File: config.mk
export PLATFORM = sky130hd
export DESIGN_NAME = dac_serial_ctrl_flat
export DESIGN_NICKNAME = d
export VERILOG_FILES = /design/src/rtl/dac_serial_ctrl_pkg.sv /design/src/rtl/dac_serial_ctrl_if.sv /design/src/rtl/dac_rst_hold.sv /design/src/rtl/dac_serial_ctrl.sv /design/src/flat_wrapper.sv
export SDC_FILE = /design/constraint.sdc
export NUM_CORES = 1
export LEC_CHECK = 0
export BUFFER_PORTS_ARGS = -buffer_cell sky130_fd_sc_hd__buf_4
export CAP_MARGIN = 10
export CORE_ASPECT_RATIO = 0.7
export CORE_MARGIN = 3
export CORE_UTILIZATION = 58
export CTS_CLUSTER_DIAMETER = 60
export DETAILED_ROUTE_END_ITERATION = 16
export PLACE_DENSITY_LB_ADDON = 0.05
export SLEW_MARGIN = 10
export SYNTH_ARGS = -nofsm -noshare
export SYNTH_HDL_FRONTEND = slang
export SYNTH_SLANG_ARGS = --single-unit
File: constraint.sdc
create_clock -name clk -period 3.4 [get_ports clk]
set_input_delay 0 -clock clk [delete_from_list [all_inputs] [get_ports clk]]
set_output_delay 0 -clock clk [all_outputs]
set_load 0.02 [all_outputs]
File: src/rtl/dac_serial_ctrl_pkg.sv
// Shared constants and state encoding for the serial DAC write controller.
package dac_serial_ctrl_pkg;

    localparam int DW           = 16;
    localparam int SCLK_DIV_DEF = 4;
    localparam int LDAC_LOW_DEF = 2;
    localparam int RST_HOLD_DEF = 4;

    typedef enum logic [1:0] {
        IDLE   = 2'd0,
        SHIFT  = 2'd1,
        CS_END = 2'd2,
        LOAD   = 2'd3
    } state_t;

endpackage

File: src/rtl/dac_serial_ctrl_if.sv
// Sample input plus DAC pin bundle for dac_serial_ctrl.
//
// Handshake: din_vld is a single-cycle strobe with din valid in the same
// cycle. There is no ready signal; the controller accepts a strobe only
// while it is in IDLE, and strobes arriving at any other time are dropped.
// state is a debug view of the controller FSM.
interface dac_serial_ctrl_if;
    import dac_serial_ctrl_pkg::*;

    logic [DW-1:0] din;
    logic          din_vld;
    logic          cs;
    logic          sclk;
    logic          sdi;
    logic          ldac;
    state_t        state;

    modport master (
        output din, din_vld,
        input  cs, sclk, sdi, ldac, state
    );

    modport slave (
        input  din, din_vld,
        output cs, sclk, sdi, ldac, state
    );

endinterface

File: src/rtl/dac_rst_hold.sv
// Reset conditioner: asserts immediately on rst_n low and keeps the internal
// reset high for RST_HOLD cycles after rst_n is first sampled high.
module dac_rst_hold #(
    parameter int RST_HOLD = dac_serial_ctrl_pkg::RST_HOLD_DEF
) (
    input  logic clk,
    input  logic rst_n,
    output logic rst
);
    logic [7:0] cnt;
    logic       hold;

    // Reload the hold counter while rst_n is low, count it down afterwards.
    always_ff @(posedge clk) begin
        if (!rst_n) begin
            cnt  <= 8'(RST_HOLD);
            hold <= 1'b1;
        end else if (cnt != 8'd0) begin
            cnt  <= cnt - 8'd1;
            hold <= 1'b1;
        end else begin
            hold <= 1'b0;
        end
    end

    // rst_n acts on the same edge it is sampled; hold covers the tail.
    assign rst = !rst_n || hold;

endmodule

File: src/rtl/dac_serial_ctrl.sv
// Serial write controller for a 16-bit SPI-style DAC with an LDAC strobe.
// Shifts a latched sample MSB-first, closes cs, then pulses ldac low.
module dac_serial_ctrl #(
    parameter int SCLK_DIV = dac_serial_ctrl_pkg::SCLK_DIV_DEF,
    parameter int LDAC_LOW = dac_serial_ctrl_pkg::LDAC_LOW_DEF,
    parameter int RST_HOLD = dac_serial_ctrl_pkg::RST_HOLD_DEF
) (
    input  logic             clk,
    input  logic             rst_n,
    dac_serial_ctrl_if.slave bus
);
    import dac_serial_ctrl_pkg::*;

    localparam int HALF  = SCLK_DIV / 2;
    localparam int BIT_W = $clog2(DW);

    logic             rst;
    state_t           state;
    logic [DW-1:0]    shreg;
    logic [7:0]       div_cnt;
    logic [BIT_W-1:0] bit_cnt;
    logic [7:0]       load_cnt;
    logic             cs_q;
    logic             sclk_q;
    logic             ldac_q;

    dac_rst_hold #(.RST_HOLD(RST_HOLD)) u_rst_hold (
        .clk   (clk),
        .rst_n (rst_n),
        .rst   (rst)
    );

    // Frame sequencer: latch, shift 16 bits, close cs, pulse ldac.
    // sdi is the MSB of the shift register, so it only moves at bit
    // boundaries, which always fall in the low half of sclk.
    always_ff @(posedge clk) begin
        if (rst) begin
            state    <= IDLE;
            shreg    <= '0;
            div_cnt  <= '0;
            bit_cnt  <= '0;
            load_cnt <= '0;
            cs_q     <= 1'b1;
            sclk_q   <= 1'b0;
            ldac_q   <= 1'b1;
        end else begin
            case (state)
                IDLE: begin
                    if (bus.din_vld) begin
                        state   <= SHIFT;
                        shreg   <= bus.din;
                        cs_q    <= 1'b0;
                        sclk_q  <= 1'b0;
                        div_cnt <= '0;
                        bit_cnt <= '0;
                    end
                end
                SHIFT: begin
                    if (div_cnt == 8'(SCLK_DIV - 1)) begin
                        sclk_q  <= 1'b0;
                        div_cnt <= '0;
                        if (bit_cnt == BIT_W'(DW - 1)) begin
                            state   <= CS_END;
                            cs_q    <= 1'b1;
                            shreg   <= '0;
                            bit_cnt <= '0;
                        end else begin
                            bit_cnt <= bit_cnt + BIT_W'(1);
                            shreg   <= {shreg[DW-2:0], 1'b0};
                        end
                    end else begin
                        div_cnt <= div_cnt + 8'd1;
                        sclk_q  <= ((div_cnt + 8'd1) >= 8'(HALF));
                    end
                end
                CS_END: begin
                    state    <= LOAD;
                    ldac_q   <= 1'b0;
                    load_cnt <= '0;
                end
                LOAD: begin
                    if (load_cnt == 8'(LDAC_LOW - 1)) begin
                        state    <= IDLE;
                        ldac_q   <= 1'b1;
                        load_cnt <= '0;
                    end else begin
                        load_cnt <= load_cnt + 8'd1;
                    end
                end
                default: state <= IDLE;
            endcase
        end
    end

    assign bus.cs    = cs_q;
    assign bus.sclk  = sclk_q;
    assign bus.sdi   = shreg[DW-1];
    assign bus.ldac  = ldac_q;
    assign bus.state = state;

endmodule

File: src/flat_wrapper.sv
// flat-port wrapper written by rule: the top's interface ports become plain ports
module dac_serial_ctrl_flat import dac_serial_ctrl_pkg::*;
#(
    parameter int SCLK_DIV = dac_serial_ctrl_pkg::SCLK_DIV_DEF,
    parameter int LDAC_LOW = dac_serial_ctrl_pkg::LDAC_LOW_DEF,
    parameter int RST_HOLD = dac_serial_ctrl_pkg::RST_HOLD_DEF
)
  (clk, rst_n, bus_din, bus_din_vld, bus_cs, bus_sclk, bus_sdi, bus_ldac, bus_state);
  dac_serial_ctrl_if bus_i ();
  input  logic clk;
  input  logic rst_n;
  input wire logic [$bits(bus_i.din)-1:0] bus_din;
  input wire logic [$bits(bus_i.din_vld)-1:0] bus_din_vld;
  output wire logic [$bits(bus_i.cs)-1:0] bus_cs;
  output wire logic [$bits(bus_i.sclk)-1:0] bus_sclk;
  output wire logic [$bits(bus_i.sdi)-1:0] bus_sdi;
  output wire logic [$bits(bus_i.ldac)-1:0] bus_ldac;
  output wire logic [$bits(bus_i.state)-1:0] bus_state;
  assign bus_i.din = bus_din;
  assign bus_i.din_vld = bus_din_vld;
  assign bus_cs = bus_i.cs;
  assign bus_sclk = bus_i.sclk;
  assign bus_sdi = bus_i.sdi;
  assign bus_ldac = bus_i.ldac;
  assign bus_state = bus_i.state;
  dac_serial_ctrl #(.SCLK_DIV(SCLK_DIV), .LDAC_LOW(LDAC_LOW), .RST_HOLD(RST_HOLD)) u_core (.clk(clk), .rst_n(rst_n), .bus(bus_i));
endmodule
## Yosys cells after proc, flatten, opt, wreduce, memory -nomap -nowiden

Cells that the tools add are included.
W data, S select, Z words.

- Register bits after elaboration: 50
- Logic and storage cells: 63
- Output and inout port bits: 6
- Input bits: 19

- Equality and inequality tests: 10
- Add/subtract/negate cells: 4
- Multiplexer cells: 27
- $lt $le $gt $ge: 1
- Reductions and logical operators: 11

Operator list:

| operator | count |
|---|---|
| $mux W16 | 3 |
| $pmux W16 S2 | 1 |
| $pmux W8 S2 | 2 |
| $mux W8 | 3 |
| $add A8 B1 Y8 const B | 2 |
| $mux W4 | 3 |
| $eq A8 B1 Y1 const B | 1 |
| $eq A8 B2 Y1 const B | 1 |
| $ge A8 B2 Y1 const B | 1 |
| $mux W2 | 4 |
| $pmux W2 S4 | 1 |
| $pmux W4 S2 | 1 |
| $reduce_and A4 Y1 | 2 |
| $reduce_bool A8 Y1 | 1 |
| $sub A8 B1 Y8 const B | 1 |
| $mux W1 | 6 |
| $ne A2 B1 Y1 const B | 3 |
| $pmux W1 S2 | 3 |
| $add A4 B1 Y4 const B | 1 |
| $eq A2 B2 Y1 const B | 2 |
| $eq A4 B4 Y1 const B | 1 |
| $reduce_and A2 Y1 | 2 |
| $reduce_bool A2 Y1 | 2 |
| $reduce_and A3 Y1 | 1 |
| 5 further kinds | 5 |

## Longest topological paths before layout

Gate-level depths: netlist of the first run.

- Word-level depth: 4
- Mapped depth: 8
- Gate-level depth less buffers: 6

## Hierarchy

Synthesis of the first run repeated with hierarchy kept, for this count alone.

- Cells, all modules: 309
- Area total of the unflattened synthesis: 2658.8 um^2

By module, submodules not included:

| module | instances | area each (um^2) | sequential area each (um^2) | cells an instance |
|---|---|---|---|---|
| dac_serial_ctrl | 1 | 2208.4 | 820.8 | 262 |
| dac_rst_hold | 1 | 450.4 | 180.2 | 47 |

## Worst setup path before layout of the first run

No wires, ideal clock.

- Kind: register to register
- Start: reg u_core.state[0], in the netlist u_core.bus.state[0]
- End: reg u_core.sclk_q, in the netlist u_core.bus.sclk
- Library setup time: 91 ps
- Setup slack: 1413 ps
- Required time: 3309 ps
- Period minus slack after synthesis: 1987 ps
- Arrival: 1896 ps
- Buffers on the path: 0
- Stages on the path, launching flop included: 7
- Cells stage by stage: dfxtp_1 > inv_1 > ha_1 > and2b_2 > a211oi_1 > a21oi_1 > a311oi_1

- Longest elaborated chain between the ends: 3
- Elaborated cells on any way between the ends: 6
- Those cells by class: eq/ne (2); mux (1); reduce/logical (3)

RTL lines:

| element | RTL line | RTL |
|---|---|---|
| start, declared | dac_serial_ctrl.sv:18 | `state_t state;` |
| start signal, assigned | dac_serial_ctrl.sv:38 | `state <= IDLE;` |
| start signal, assigned | dac_serial_ctrl.sv:50 | `state <= SHIFT;` |
| start signal, assigned | dac_serial_ctrl.sv:63 | `state <= CS_END;` |
| $eq A2 B1 Y1 or $logic_not A2 Y1 (tied branches) | dac_serial_ctrl.sv:47 | `case (state)` |
| $reduce_bool A2 Y1 (no line) or $ne A2 B2 Y1 (tied branches) | n/a |  |
| $reduce_and A2 Y1 (no line) | n/a |  |
| end signal, assigned | dac_serial_ctrl.sv:73 | `sclk_q <= ((div_cnt + 8'd1) >= 8'(HALF));` |
| end, declared | dac_serial_ctrl.sv:24 | `logic sclk_q;` |

Several ways; a longest one is shown, not always the timed one.
A chain may end at the register's enable or synchronous reset.

## Worst setup path after layout of the first run

- Start: reg u_core.state[1], in the netlist u_core.bus.state[1]
- End: reg u_core.bit_cnt[2]

- Longest elaborated chain between the ends: 3
- Elaborated cells on any way between the ends: 7
- Those cells by class: eq/ne (3); mux (1); reduce/logical (3)

RTL lines:

| element | RTL line | RTL |
|---|---|---|
| $eq A2 B1 Y1 or $logic_not A2 Y1 (tied branches) | dac_serial_ctrl.sv:47 |  |
| $ne A2 B1 Y1 (no line) (tied with other cells) | n/a |  |
| $reduce_and A3 Y1 (no line) | n/a |  |
| end signal, assigned | dac_serial_ctrl.sv:68 | `bit_cnt <= bit_cnt + BIT_W'(1);` |
| end, declared | dac_serial_ctrl.sv:21 | `logic [BIT_W-1:0] bit_cnt;` |

Several ways; a longest one is shown, not always the timed one.

==> results.toml, run 1 <==
[floorplan]
core_area_mm2 = 0.00407
dieHeight_um = 61.3
boundaryPins = 25
rows = 19
dieArea_mm2 = 0.00521
initial_core_util = 0.623
die_w_um = 85.0

[synthesis]
synth_edf_count = 0
synth_top_area_share = 0.395
ys_async_sr_fraction = 0
synthFlopType = "dfxtp_1"
synth_cell_types = 53
syn_area_mm2 = 0.00253
synth_cells = 282
ys_top_cells_by_area = "dfxtp_1, a21oi_1, ha_1"
synth_area_per_cell_um2 = 8.98
ys_warn_count = 0
yosys.area.top_type = "dfxtp_1"
ys_ff_latch = 50
ys_seq_area_frac = 0.395
syn_nets = 313

[critical_path]
slowest_stage = "or4_1"
crit_arrival_ns = 2.61
crit_buf_inv = 2
end_kind = "flip-flop"
path_cells = "inv_1, ha_1, inv_1, a21oi_1, or4_1, a31oi_1"
cp-startpoint = "u_core.bus.state[1]$_SDFFE_PP0P_"
reg2reg_from = "u_core.bus.state[1]$_SDFFE_PP0P_"
start_kind = "flip-flop"
crit_required_ns = 3.62
critPathKind = "flip-flop to flip-flop"
cp_top_family = "buffers and inverters"
timing.critical_path.mode_cell = "inv_1"
crit_fanout = 23
max_stage_delay_ns = 0.56

[final_layout]
nNetsFinal = 336
diodes = 0
final_common_cell = "dfxtp_1"
final_cell_mix = "dfxtp_1, a21oi_1, buf_4"
drive_gt1_frac = 0.154
fin_area_mm2 = 0.00285
syn2layout_area_growth_pct = 12.6
instances_no_fill = 358
final_util = 0.701

[hold_path]
hp-start = "bus_din[2]"
min_path_type = "primary input to flip-flop"

[clock_network]
htree_levels = 2
cts_tree = "yes"
clk_latency_ns = 0.30
clkSlewWorstSetupHoldPaths_ns = 0.09
cts_made_buffers = 5
root_buffer = "clkbuf_8"
cts_resized = 0
cts_buffer_depth = 2
cts_sinks = 50

[pwr]
vdd_ir_drop_max_mv = 0.488
p_leak_nw = 1.07
total_power_mw = 1.31
power.density_mw_per_mm2 = 461

[timing]
tns_ns = 0
maxSlewHeadroom = 0.331
finalCriticalPeriod_ns = 2.39
worstMarginPinSlew_ns = 1.00
fmax_mhz = 419
whs_ns = 0.0954
slew_violations = 0
finalWorstSetupSlack_ns = 1.01
clock-skew-final_ns = 0.00527
hold_violations = 0
fin_crit_sh = 0.703
rsz0062_at_grt = "false"
finalSetupViolations = 0

[detailed_routing]
drtIter0Drc = 122
drtPass1Iterations = 4
top_layer_used = "met4"
wl_met3_um = 325
ant_nets = 0
vias = 2192
routed_wirelength_um = 5220
routed_via_density = 6.12
wl_per_cell_um = 14.6
routed-wl-met2_um = 2170
drc = 0
wl_met1_um = 2640

[grt]
grt_max_degree = 27
antenna_found_initial = 0
grt.total_usage = 0.214
grt_pass1_wl_um = 8900
grt-ovfl-total = 0
grt_pass1_vias = 1934

[placed_design]
placed_cells = 348
finalWeightedCongestion = 0.801
numPortBuffers = 24
hpwlAfterDp_um = 3510
placed_cell_area_mm2 = 0.00274
pre_cts_ws_ns = 1.05

[outcome]
status = "finished clean"

[run]
max_cap_viol_count = 0
[Yosys cell counts, types with 5 or more instances]
cell type	instances
dfxtp_1	50
a21oi_1	30
nor2_1	19
a22oi_1	17
a211oi_1	16
nand2_1	14
nand3_1	13
ha_1	12
clkbuf_1	10
o21ai_0	9
inv_1	8
nor3_1	6
xnor2_1	6
mux2i_1	5
[worst reg2reg max path, stage by stage (launching register included)]
cell     delay, ns
dfxtp_1       0.41
inv_1         0.10
ha_1          0.27
inv_1         0.54
a21oi_1       0.28
or4_1         0.56
a31oi_1       0.16
[cells by family (layout without fill, tap and decap cells)]
group                      Yosys count  after routing  share of synthesized area
adders and majority gates           12             12                     0.0593
xor gates and xnor gates             9              9                     0.0311
buffers and inverters               23             47                     0.0400
and+or+nand+nor                     84             84                      0.180
DFF                                 50             50                      0.395
AOI/OAI and AO/OA                   99             99                      0.274
muxes                                5              5                     0.0198
[routing by layer]
layer | up-vias | GRT usage
li1 | 1122 | -
met1 | 998 | 0.309
met2 | 63 | 0.306
met3 | 9 | 0.0508
met4 | 0 | 0.0903
met5 | - | 0
[worst paths after layout]
check / end / slack, ns / cells past startpoint
hold reg to reg: u_core.u_rst_hold.cnt[3]$_SDFFE_PN0P_ / 0.49 / 2
setup / recovery: u_core.bit_cnt[2]$_SDFFE_PP0P_ / 1.01 / 6
hold / removal: u_core.shreg[2]$_SDFFE_PP0P_ / 0.1 / 3
setup reg to reg: u_core.bit_cnt[2]$_SDFFE_PP0P_ / 1.01 / 6
[final cells by class]
cell class                      instances  area [um^2]
Clock buffer                            6         72.6
Fill cell                             327         1220
Multi-Input combinational cell        209         1430
Timing Repair Buffer                   31          238
Sequential cell                        50         1000
Clock inverter                          2         13.8
Inverter                                8         30.0
Tap cell                               52         65.1
[report_power, final]
group,leakage [nW],total (mW),internal (mW),switching [mW]
Clock,0.0452,0.344,0.146,0.198
Combinational,0.622,0.285,0.129,0.156
Sequential,0.404,0.684,0.639,0.0457
[sequential cells by signal (all words and copies together) (netlist names), 2 cells and up]
| signal | flops |
|---|---|
| u_core.shreg | 16 |
| u_core.div_cnt | 8 |
| u_core.bit_cnt | 4 |
| u_core.bus.state | 2 |
| u_core.u_rst_hold.cnt | 8 |
| u_core.load_cnt | 8 |
[timing repair]
action                                  CTS  global route
hold buffers                              2             0
buffers inserted                          0             0
endpoints found under the setup margin    0             0
hold endpoints to repair                  5             0
Power figures use the tool's default switching activity.
==> inputs of run 2 (changes only) <==
--- a/config.mk
+++ b/config.mk
@@ -5,6 +5,7 @@
 export SDC_FILE = /design/constraint.sdc
 export NUM_CORES = 1
 export LEC_CHECK = 0
+export ABC_AREA = 1
 export BUFFER_PORTS_ARGS = -buffer_cell sky130_fd_sc_hd__buf_4
 export CAP_MARGIN = 10
 export CORE_ASPECT_RATIO = 0.7
==> constraint.sdc (replaced) <==
create_clock -name clk -period 2.4 [get_ports clk]
set_input_delay 0 -clock clk [delete_from_list [all_inputs] [get_ports clk]]
set_output_delay 0 -clock clk [all_outputs]
set_load 0.02 [all_outputs]
==> run 2 against run 1 <==
Compared with the run above: final area grew 1.7%; utilization is essentially flat; hold slack got worse by 0.051 ns; first-iteration DRC count is 5.7% higher; register-to-register slack lost 0.62 ns; wire length is 2.0% higher; non-clock buffer count down 4; clock power is 36% higher; flip-flop and latch count unchanged; combinational power up 51%; critical path depth up 3; largest cell class unchanged; largest power group unchanged.
==> results.toml, run 2 <==
[synthesis]
synth.most_common_cell = "nand2_1"
synth_cells = 386
yosys.area.top_type = "dfxtp_1"
ys_top_cells_by_area = "dfxtp_1, nand2_1, nor2_1"
synth_area_per_cell_um2 = 6.84
synth_cell_types = 32
ys_warn_count = 0
ys_ff_latch = 50
syn_area_mm2 = 0.00264
synthTopCellsByCount = "nand2_1, nor2_1, dfxtp_1"
ys_async_sr_fraction = 0
syn_nets = 417
ys_seq_area_frac = 0.379
synth_edf_count = 0
synth_top_area_share = 0.379
synthFlopType = "dfxtp_1"

[detailed_routing]
routed_wirelength_um = 5330
vias = 2383
wl_per_cell_um = 11.6
drtIter0Drc = 129
routed_via_density = 5.17
ant_nets = 0
drc = 0
drtPass1Iterations = 4

[timing]
tns_ns = 0
finalSetupViolations = 0
finalCriticalPeriod_ns = 2.01
worstMarginPinSlew_ns = 0.524
maxSlewHeadroom = 0.650
clock-skew-final_ns = 0.00508
hold_violations = 0
fmax_mhz = 499
slew_violations = 0
fin_crit_sh = 0.836
rsz0062_at_grt = "false"

[grt]
antenna_found_initial = 0
grt.total_usage = 0.211
grt-ovfl-total = 0
grt_pass1_wl_um = 9380
grt_pass1_vias = 2105
grt_max_degree = 24

[floorplan]
rows = 19
die_w_um = 86.6
core_area_mm2 = 0.00414
dieHeight_um = 62.4
dieArea_mm2 = 0.00541
initial_core_util = 0.638
boundaryPins = 25

[final_layout]
final_common_cell = "nand2_1"
syn2layout_area_growth_pct = 9.82
nNetsFinal = 440
final_cell_mix = "nand2_1, nor2_1, dfxtp_1"
diodes = 0
top_register = "u_core.shreg"
largest_reg_flops = 16
fin_area_mm2 = 0.00290
drive_gt1_frac = 0.115

[outcome]
status = "finished clean"

[critical_path]
rrSetupSlack_ns = 0.39
cp-startpoint = "u_core.bus.state[1]$_SDFFE_PP0P_"
setup.worst_path.end = "u_core.bit_cnt[0]$_SDFFE_PP0P_"
start_kind = "flip-flop"
end_kind = "flip-flop"
crit_fanout = 23
r2r-end = "u_core.bit_cnt[0]$_SDFFE_PP0P_"
crit_arrival_ns = 2.20
reg2reg_from = "u_core.bus.state[1]$_SDFFE_PP0P_"
rr_worst_depth = 9
critPathKind = "flip-flop to flip-flop"
crit_required_ns = 2.60

[clock_network]
root_buffer = "clkbuf_8"
cts_made_buffers = 5
post_cts_buffers = 0
cts_tree = "yes"
clk_latency_ns = 0.30
cts_sinks = 50
htree_levels = 2
clkSlewWorstSetupHoldPaths_ns = 0.09
cts_buffer_depth = 2

[placed_design]
finalWeightedCongestion = 0.863
numPortBuffers = 24
hpwlAfterDp_um = 3830
placed_cell_area_mm2 = 0.00280

[pwr]
p_leak_nw = 1.26
vdd_ir_drop_max_mv = 0.526
total_power_mw = 1.85
power.density_mw_per_mm2 = 640

[run]
max_cap_viol_count = 0

[hold_path]
min_path_type = "primary input to flip-flop"
## run 2: cell types whose count changed in the layout (fill, tap and decap cells not counted), sizes merged, moves of 5 or more
cell,change
a211oi,-13
a21oi,-9
a22oi,-17
inv,+38
mux2i,-5
nand2,+97
nor2,+41
o21ai,+21
## run 2: cell type report
type	instances	area, um^2
clock buffer	6	72.6
clock inverter	1	7.51
fill	364	1240
inverter	46	178
multi-input combinational	279	1370
sequential	50	1000
tap	52	65.1
timing repair buffer	27	208
## run 2: metal layers
layer	share of wire	vias up	GRT usage
li1	-	1258	-
met1	0.52	1064	0.299
met2	0.42	51	0.312
met3	0.046	10	0.0474
met4	0.019	0	0.0759
met5	0	-	0
## run 2: worst min path at each step
stage	startpoint	cells after the start	to	slack, ns
6_report	bus_din[5]	5	u_core.shreg[5]$_SDFFE_PP0P_	0.04
5_1_grt	bus_din[15]	5	u_core.shreg[15]$_SDFFE_PP0P_	0.07
4_1_cts	bus_din[5]	5	u_core.shreg[5]$_SDFFE_PP0P_	0.03
3_5_place_dp	rst_n	2	u_core.u_rst_hold.cnt[2]$_SDFFE_PN1P_	0.21
3_3_place_gp	rst_n	2	u_core.u_rst_hold.cnt[2]$_SDFFE_PN1P_	0.20
2_1_floorplan	rst_n	1	u_core.u_rst_hold.cnt[2]$_SDFFE_PN1P_	0.08
## run 2: through the flow
stage                     hold slack [ns]  std cells  worst slack (ns)  utilization
after global placement              0.205        452             0.534        0.676
after CTS                          0.0328        461             0.404        0.701
after floorplan                    0.0762        386             0.672            -
final                              0.0446        461             0.394        0.701
after detailed placement            0.214        452             0.431        0.676
after global routing               0.0727        461             0.234        0.701
## run 2: logic make-up after synthesis
kind of cell | share of synthesized area
fa+ha+maj | 0.0569
compound gates | 0.121
xor+xnor | 0.0166
buf+inv | 0.103
simple gates | 0.323
flops | 0.379
## run 2: worst max-delay path, stage by stage (launching register included)
cell	delay, ns
dfxtp_1	0.35
inv_1	0.13
ha_1	0.30
inv_2	0.20
a21oi_4	0.28
nand2_4	0.21
inv_6	0.19
o21ai_0	0.10
o21ai_0	0.08
nor2_1	0.06
## run 2: report_power, final
part           switching (mW)  total (mW)  internal (mW)
sequential             0.0513       0.955          0.904
clock                   0.268       0.468          0.200
combinational           0.266       0.431          0.165
## run 2: repair_timing
| action | 4_1_cts | 5_1_grt |
|---|---|---|
| resized for setup | 0 | 0 |
| endpoints found under the hold margin | 3 | 0 |
| hold buffers | 2 | 0 |
==> inputs of run 3 (changes only) <==
--- a/config.mk
+++ b/config.mk
@@ -10,7 +10,7 @@
 export CAP_MARGIN = 10
 export CORE_ASPECT_RATIO = 0.7
 export CORE_MARGIN = 3
-export CORE_UTILIZATION = 58
+export CORE_UTILIZATION = 53
 export CTS_CLUSTER_DIAMETER = 60
 export DETAILED_ROUTE_END_ITERATION = 16
 export PLACE_DENSITY_LB_ADDON = 0.05
==> constraint.sdc (replaced) <==
create_clock -name clk -period 1.8 [get_ports clk]
set_input_delay 0 -clock clk [delete_from_list [all_inputs] [get_ports clk]]
set_output_delay 0 -clock clk [all_outputs]
set_load 0.02 [all_outputs]
==> run 3 against run 2 <==
Compared with the run above: clock skew is 0.0021 ns higher; global-route usage down 2.0 points; largest cell class unchanged; critical path depth unchanged; wire length fell by 0.30%; clock power increased by 100%; register-to-register slack got worse by 0.26 ns; hold slack lost 0.0020 ns; cell count grew 5.0%; critical endpoint is now u_core.div_cnt[7]$_SDFFE_PP0P_; fmax grew 21%; largest power group unchanged.
==> results.toml, run 3 (synthesis results as in run 2) <==
[timing]
finalSetupViolations = 0
tns_ns = 0
maxSlewHeadroom = 0.736
whs_ns = 0.0426
finalCriticalPeriod_ns = 1.66
finalWorstSetupSlack_ns = 0.137
hold_violations = 0
worstMarginPinSlew_ns = 0.394
fin_crit_sh = 0.924
clock-skew-final_ns = 0.00715
slew_violations = 0
fmax_mhz = 601
rsz0062_at_grt = "false"

[floorplan]
rows = 20
dieArea_mm2 = 0.00587
die_w_um = 90.3
boundaryPins = 25
core_area_mm2 = 0.00455
initial_core_util = 0.579
dieHeight_um = 65.0

[detailed_routing]
routed-wl-met2_um = 2230
wl_met3_um = 249
drc = 0
wl_met1_um = 2810
routed_wirelength_um = 5310
drtIter0Drc = 167
routed_via_density = 4.87
ant_nets = 0
wl_per_cell_um = 11.0
vias = 2358
top_layer_used = "met4"
drtPass1Iterations = 4

[pwr]
p_seq_frac = 0.451
intPower_mw = 2.04
power_frac_clock = 0.338
combPwrFrac = 0.211
p_sw_mw = 0.790
p_leak_nw = 1.33
vdd_ir_drop_max_mv = 0.674
total_power_mw = 2.83
swShare = 0.279
power.density_mw_per_mm2 = 921

[clock_network]
cts_buffer_depth = 2
root_buffer = "clkbuf_8"
cts_made_buffers = 5
cts_sinks = 50
clk_latency_ns = 0.30
cts_tree = "yes"
clkSlewWorstSetupHoldPaths_ns = 0.09
htree_levels = 2
post_cts_buffers = 0

[grt]
grt_pass1_vias = 2107
antenna_found_initial = 0
grt_max_degree = 24
grt_pass1_wl_um = 9220
grt.total_usage = 0.191
grt-ovfl-total = 0

[final_layout]
final_common_cell = "nand2_1"
final_util = 0.674
instances_no_fill = 484
syn2layout_area_growth_pct = 16.4
top_register = "u_core.shreg"
drive_gt1_frac = 0.148
fin_area_mm2 = 0.00307
final_cell_mix = "nand2_1, nor2_1, dfxtp_1"
diodes = 0
largest_reg_flops = 16
nNetsFinal = 448

[critical_path]
reg2reg_from = "u_core.bus.state[0]$_SDFFE_PP0P_"
end_kind = "flip-flop"
crit_fanout = 8
crit_required_ns = 1.99
start_kind = "flip-flop"
crit_arrival_ns = 1.85
critPathKind = "flip-flop to flip-flop"
cp-startpoint = "u_core.bus.state[0]$_SDFFE_PP0P_"

[placed_design]
placed_cells = 474
hpwlAfterDp_um = 3800
placed_cell_area_mm2 = 0.00289
finalWeightedCongestion = 0.800
numPortBuffers = 24
pre_cts_ws_ns = 0.0424

[outcome]
status = "finished clean"

[hold_path]
min_path_type = "primary input to flip-flop"
hp-start = "bus_din[10]"

[run]
max_cap_viol_count = 0
run 3: changes by cell type in the layout (fill, tap and decap cells not counted), moves of 2 or more:
cell and change:
buf_4 +7, bufinv_16 +2, dfxtp_1 -2, dfxtp_2 +2
nor2_1 -2, nor2_2 +2
run 3: area by class of cell:
class	instances	area, um^2
clock buffer	6	82.6
clock inverter	2	60.1
fill	412	1480
inverter	46	180
multi-input combinational	279	1380
sequential	50	1000
tap	66	82.6
timing repair buffer	35	280
run 3: worst paths after layout:
check | end | slack [ns] | cells past startpoint
worst max-delay path | u_core.div_cnt[7]$_SDFFE_PP0P_ | 0.14 | 9
worst min-delay path | u_core.shreg[10]$_SDFFE_PP0P_ | 0.04 | 5
worst max register to register | u_core.div_cnt[7]$_SDFFE_PP0P_ | 0.14 | 9
worst min register to register | u_core.shreg[14]$_SDFFE_PP0P_ | 0.45 | 2
run 3: power by group through the flow:
| stage | logic (mW) | registers, mW | clock network [mW] |
|---|---|---|---|
| final | 0.596 | 1.28 | 0.957 |
| after global routing | 0.686 | 1.29 | 1.03 |
| after CTS | 0.586 | 1.27 | 0.977 |
| after detailed placement | 0.580 | 1.30 | 0 |
| after global placement | 0.565 | 1.30 | 0 |
| after floorplan | 0.470 | 1.29 | 0 |
run 3: worst max-delay path, stage by stage, from the launching register on:
cell,delay [ns]
dfxtp_2,0.36
inv_1,0.09
ha_1,0.21
inv_1,0.12
nor2_2,0.08
a21oi_4,0.19
buf_4,0.17
inv_1,0.11
a21oi_1,0.17
nor2_1,0.05
run 3: what timing repair did:
action / 4_1_cts / 5_1_grt
hold endpoints to repair: 3 / 0
setup endpoints to repair: 0 / 21
hold buffers: 2 / 0
gates resized for setup: 0 / 7
run 3: layer usage:
metal	up-vias	GRT usage
met4	0	0.0573
met5	-	0
met1	1028	0.271
met3	2	0.0429
li1	1280	-
met2	48	0.289
